## src/rtl/hsc_tdc_top.sv

```systemverilog
`default_nettype none
// ============================================================================
// Module      : hsc_tdc_top
// Description : Delay-line time-to-digital converter core. A launch level
//               runs through an N-stage delay line. The taps are captured as
//               a thermometer code, passed through N_SYNC synchronizer
//               stages and reduced to a Hamming weight with a valid tag.
// Revision    : 1.0 - initial release
// ============================================================================
module hsc_tdc_top #(
  parameter int    N          = 64,
  parameter string DL_TYPE    = "DBUF",
  parameter int    N_SYNC     = 1,
  parameter string POP_METHOD = "SV"
) (
  input  logic                 clk_capture,
  input  logic                 rst,
  input  logic                 clk_launch,
  input  logic                 en,
  input  logic                 val_in,
  input  logic                 pg_src,
  input  logic                 pg_bypass,
  input  logic                 pg_in,
  input  logic                 pg_tog,
  output logic [$clog2(N):0]   hw,
  output logic                 val_out
);

  localparam int C_LOG2N = $clog2(N);
  localparam int C_CW    = C_LOG2N + 1;

  // --------------------------------------------------------------------------
  // Parameter legality
  // --------------------------------------------------------------------------
  if ((N < 4) || ((N & (N - 1)) != 0)) begin : g_bad_n
    $error("hsc_tdc_top: N must be a power of two and at least 4");
  end

  if ((N_SYNC < 0) || (N_SYNC > 4)) begin : g_bad_sync
    $error("hsc_tdc_top: N_SYNC must be in the range 0..4");
  end

  if ((DL_TYPE != "DBUF") && (DL_TYPE != "INV")) begin : g_bad_dl
    $error("hsc_tdc_top: DL_TYPE must be \"DBUF\" or \"INV\"");
  end

  if ((POP_METHOD != "SV") && (POP_METHOD != "TREE")) begin : g_bad_pop
    $error("hsc_tdc_top: POP_METHOD must be \"SV\" or \"TREE\"");
  end

  // --------------------------------------------------------------------------
  // Pulse generator
  // --------------------------------------------------------------------------
  logic r_tog_q;
  logic w_src;
  logic w_pg_out;
  logic w_dl_in;

  // Free-running toggle source: flips on every enabled capture cycle.
  always_ff @(posedge clk_capture) begin
    if (rst) begin
      r_tog_q <= 1'b0;
    end else if (en) begin
      r_tog_q <= ~r_tog_q;
    end
  end

  // clk_launch is treated purely as a data level here, never as a clock.
  assign w_src    = pg_src ? pg_in : clk_launch;
  assign w_pg_out = pg_tog ? r_tog_q : w_src;
  assign w_dl_in  = pg_bypass ? pg_in : w_pg_out;

  // --------------------------------------------------------------------------
  // Delay line
  // --------------------------------------------------------------------------
  logic [N-1:0] w_taps;

  for (genvar i = 0; i < N; i++) begin : g_cell
    logic w_cell_in;
    (* keep = "true", dont_touch = "true" *) logic w_cell_out;

    if (i == 0) begin : g_head
      assign w_cell_in = w_dl_in;
    end else begin : g_body
      assign w_cell_in = g_cell[i-1].w_cell_out;
    end

    if (DL_TYPE == "INV") begin : g_inv
      assign w_cell_out = ~w_cell_in;
      // Tap i sits behind i+1 inversions, so the taps with an odd count of
      // inversions (even index) are flipped back to the launch polarity.
      if ((i % 2) == 0) begin : g_fix
        assign w_taps[i] = ~w_cell_out;
      end else begin : g_pass
        assign w_taps[i] = w_cell_out;
      end
    end else begin : g_buf
      assign w_cell_out = w_cell_in;
      assign w_taps[i]  = w_cell_out;
    end
  end

  // --------------------------------------------------------------------------
  // Capture and synchronizer stages (stage 0 is the capture register)
  // --------------------------------------------------------------------------
  logic [N-1:0]  r_stage_data [N_SYNC+1];
  logic [N_SYNC:0] r_stage_v;
  logic [N-1:0]  w_last;
  logic          w_last_v;

  // Shift the tap snapshot and its valid tag down the synchronizer chain.
  always_ff @(posedge clk_capture) begin
    if (rst) begin
      for (int k = 0; k <= N_SYNC; k++) begin
        r_stage_data[k] <= '0;
      end
      r_stage_v <= '0;
    end else if (en) begin
      r_stage_data[0] <= w_taps;
      r_stage_v[0]    <= val_in;
      for (int k = 1; k <= N_SYNC; k++) begin
        r_stage_data[k] <= r_stage_data[k-1];
        r_stage_v[k]    <= r_stage_v[k-1];
      end
    end
  end

  assign w_last   = r_stage_data[N_SYNC];
  assign w_last_v = r_stage_v[N_SYNC];

  // --------------------------------------------------------------------------
  // Population count (bubbles counted as-is)
  // --------------------------------------------------------------------------
  logic [C_CW-1:0] w_pop;

  if (POP_METHOD == "TREE") begin : g_pop_tree
    // Level l holds N>>l partial sums, each l+1 bits wide.
    for (genvar l = 0; l <= C_LOG2N; l++) begin : g_lvl
      logic [l:0] w_sum [N>>l];
      if (l == 0) begin : g_leaf
        for (genvar j = 0; j < N; j++) begin : g_node
          assign w_sum[j] = w_last[j];
        end
      end else begin : g_add
        for (genvar j = 0; j < (N >> l); j++) begin : g_node
          assign w_sum[j] = {1'b0, g_lvl[l-1].w_sum[2*j]}
                          + {1'b0, g_lvl[l-1].w_sum[2*j+1]};
        end
      end
    end
    assign w_pop = g_lvl[C_LOG2N].w_sum[0];
  end else begin : g_pop_sv
    // Behavioural ones-count over the last synchronizer stage.
    always_comb begin
      w_pop = '0;
      for (int k = 0; k < N; k++) begin
        w_pop = w_pop + {{C_LOG2N{1'b0}}, w_last[k]};
      end
    end
  end

  // --------------------------------------------------------------------------
  // Output register
  // --------------------------------------------------------------------------
  // Register the count and its valid tag for the I/O wrapper.
  always_ff @(posedge clk_capture) begin
    if (rst) begin
      hw      <= '0;
      val_out <= 1'b0;
    end else if (en) begin
      hw      <= w_pop;
      val_out <= w_last_v;
    end
  end

endmodule
`default_nettype wire

```

## config.mk

```make
export PLATFORM = sky130hd
export DESIGN_NAME = hsc_tdc_top
export DESIGN_NICKNAME = d
export VERILOG_FILES = /design/src/rtl/hsc_tdc_top.sv
export SDC_FILE = /design/constraint.sdc
export NUM_CORES = 1
export LEC_CHECK = 0
export CAP_MARGIN = 20
export CORE_MARGIN = 2
export CORE_UTILIZATION = 54
export DETAILED_ROUTE_END_ITERATION = 10
export DONT_BUFFER_PORTS = 1
export GPL_TIMING_DRIVEN = 0
export PLACE_DENSITY = 0.75
export RECOVER_POWER = 25
export SLEW_MARGIN = 20
export SYNTH_ARGS = -nofsm -noshare
export SYNTH_HDL_FRONTEND = slang
export SYNTH_SLANG_ARGS = --single-unit
```

## constraint.sdc

```tcl
create_clock -name clk_capture -period 1.98 [get_ports clk_capture]
set_input_delay 0.297 -clock clk_capture [delete_from_list [all_inputs] [get_ports clk_capture]]
set_output_delay 0.297 -clock clk_capture [all_outputs]
set_load 0.05 [all_outputs]
```

==> results_dict.tcl, run 1 <==
set metrics [dict create \
    synth.avg_cell_area_sq_um 10.2 \
    synth_area_sq_um 355 \
    firstError "[ERROR PDN-0185] Insufficient width (25.30 um) to add straps on layer met4 in grid \"grid\" with total strap width 15.2 um and offset 13.6 um." \
    rows 9 \
    yosysWarnings 0 \
    status "aborted with a tool error" \
    die_w_um 29.7 \
    fp.dieH_um 29.7 \
    synthesis.instances 35 \
    haltStage "2_4_floorplan_pdn" \
    start_util 0.574 \
]
==> run 2, diff against run 1 <==
- CORE_AREA: unset -> 2 2 63 65
- CORE_MARGIN: 2 -> unset
- CORE_UTILIZATION: 54 -> unset
- DIE_AREA: unset -> 0 0 65 67
- PLACE_DENSITY: 0.75 -> unset
- PLACE_DENSITY_LB_ADDON: unset -> 0.15
==> results_dict.tcl, run 2 <==
set metrics [dict create \
    status "completed" \
    irDropWorstVdd_uv 343 \
    post_dp_cell_area_sq_um 434 \
    critPathMaxFanout 2 \
    first_iter_violations 2 \
    syn2layout_area_growth_pct 34.9 \
    core_sq_um 3610 \
    drive_gt1_frac 0.318 \
    cts_resized 0 \
    holdBufCountCts 0 \
    yosysWarnings 0 \
    wirelength_um 637 \
    grt_max_degree 8 \
    rows 22 \
    cp-start-kind "flop" \
    placedCellCount 88 \
    p_per_area_nw_per_um2 881 \
    cts_tree "built" \
    setup_tns_ns 0 \
    root_buffer "clkbuf_8" \
    globalplace.congestion 0.585 \
    dr_total_vias 221 \
    critical_path_class "flop to primary output" \
    final_cell_mix "nor2_1 (7), buf_4 (7), conb_1 (6), dfxtp_1 (5), mux2i_1 (4)" \
    routed_via_density 2.40 \
    numCtsBuffers 3 \
    die_area_sq_um 4360 \
    grt_pass1_wl_um 1000 \
    fill_cells 407 \
    cts.sinks 7 \
    cts_setup_buffers 0 \
    dp_hpwl_um 523 \
    stdcell_area_sq_um 479 \
    final_nets 54 \
    final_hold_viol_count 0 \
    drt_first_pass_iters 2 \
    max-clock-path-buffers 2 \
    fp.dieH_um 67 \
    rsz0062_at_grt "no" \
    hold_class "primary input to flop" \
    htree_levels 1 \
    wl_per_cell_um 6.92 \
    worstPathRequired_ns 1.68 \
    drv_cap 0 \
    synthesis.instances 35 \
    gr-total-overflow 0 \
    drc 0 \
    final.min_clock_period_ns 1.16 \
    multiInputGateArea_sq_um 154 \
    power_mw 0.422 \
    period_share 0.587 \
    timing.fmax_mhz 861 \
    start_util 0.0985 \
    die_w_um 65 \
    grt_pass1_vias 218 \
    fin_worst_skew_ns 0.00115 \
    final_antenna_net_count 0 \
    power.leakage_nw 0.205 \
    diodes 0 \
    io_pins 17 \
    reg_top3 "r_stage_data (2), r_stage_v (2)" \
    antenna_found_initial 0 \
    setup_viol 0 \
    regArea_sq_um 160 \
    maxSlewViolCount 0 \
    synth_area_sq_um 355 \
    io_buffers 0 \
    layoutNonFillerInstCount 92 \
    track_usage 0.0339 \
    clock_latency_ns 0.22 \
    slew_headroom 0.650 \
    arrival_ns 0.86 \
    clkTransAtPathRegs_ns 0.04 \
    worst_slew_pin_slew_ns 0.524 \
    cp-end-kind "primary output" \
    synth.avg_cell_area_sq_um 10.2 \
    finalCoreUtilization 0.133 \
]
## run 2: per-layer routing
| metal | vias up | share of wire | global-route usage |
|---|---|---|---|
| met3 | 0 | 0.082 | 0.0270 |
| met5 | - | 0 | 0 |
| met2 | 7 | 0.52 | 0.0528 |
| met1 | 96 | 0.40 | 0.0324 |
| met4 | 0 | 0 | 0.0160 |
| li1 | 118 | - | - |
## run 2: path summary, 6_finish.rpt
kind | startpoint | to | slack [ns] | depth (start not counted)
max | hw[6] | hw[6] | 0.82 | 0
min | rst | r_stage_v[1] | 0.14 | 1
max reg2reg | hw[6] | hw[6] | 1.03 | 2
min reg2reg | r_stage_data[0][126] | hw[6] | 0.50 | 2
## run 2: cell type report
cell class              instances  area share
flip-flops and latches          7       0.334
inverters                       2      0.0157
clock buffers                   4      0.0940
well taps                      48       0.125
plain buffers                   7       0.110
multi-input cells              24       0.321
## run 2: stage by stage
step	setup WS [ns]	hold WS (ns)
3_5_place_dp	0.924	0.372
5_1_grt	0.789	0.131
2_1_floorplan	0.974	0.369
3_3_place_gp	0.908	0.371
4_1_cts	0.797	0.133
6_report	0.818	0.140
## run 2: power by group
group	switching, mW	internal, mW	leakage [nW]
registers	0.00858	0.157	0.0630
logic	0.0372	0.0216	0.119
clock network	0.0588	0.139	0.0228
## run 2: worst register-to-register path: stages (launching register included)
cell and delay, ns:
dfxtp_1 0.64, mux2i_1 0.15, nor2_1 0.10
Power figures use the tool's default switching activity.
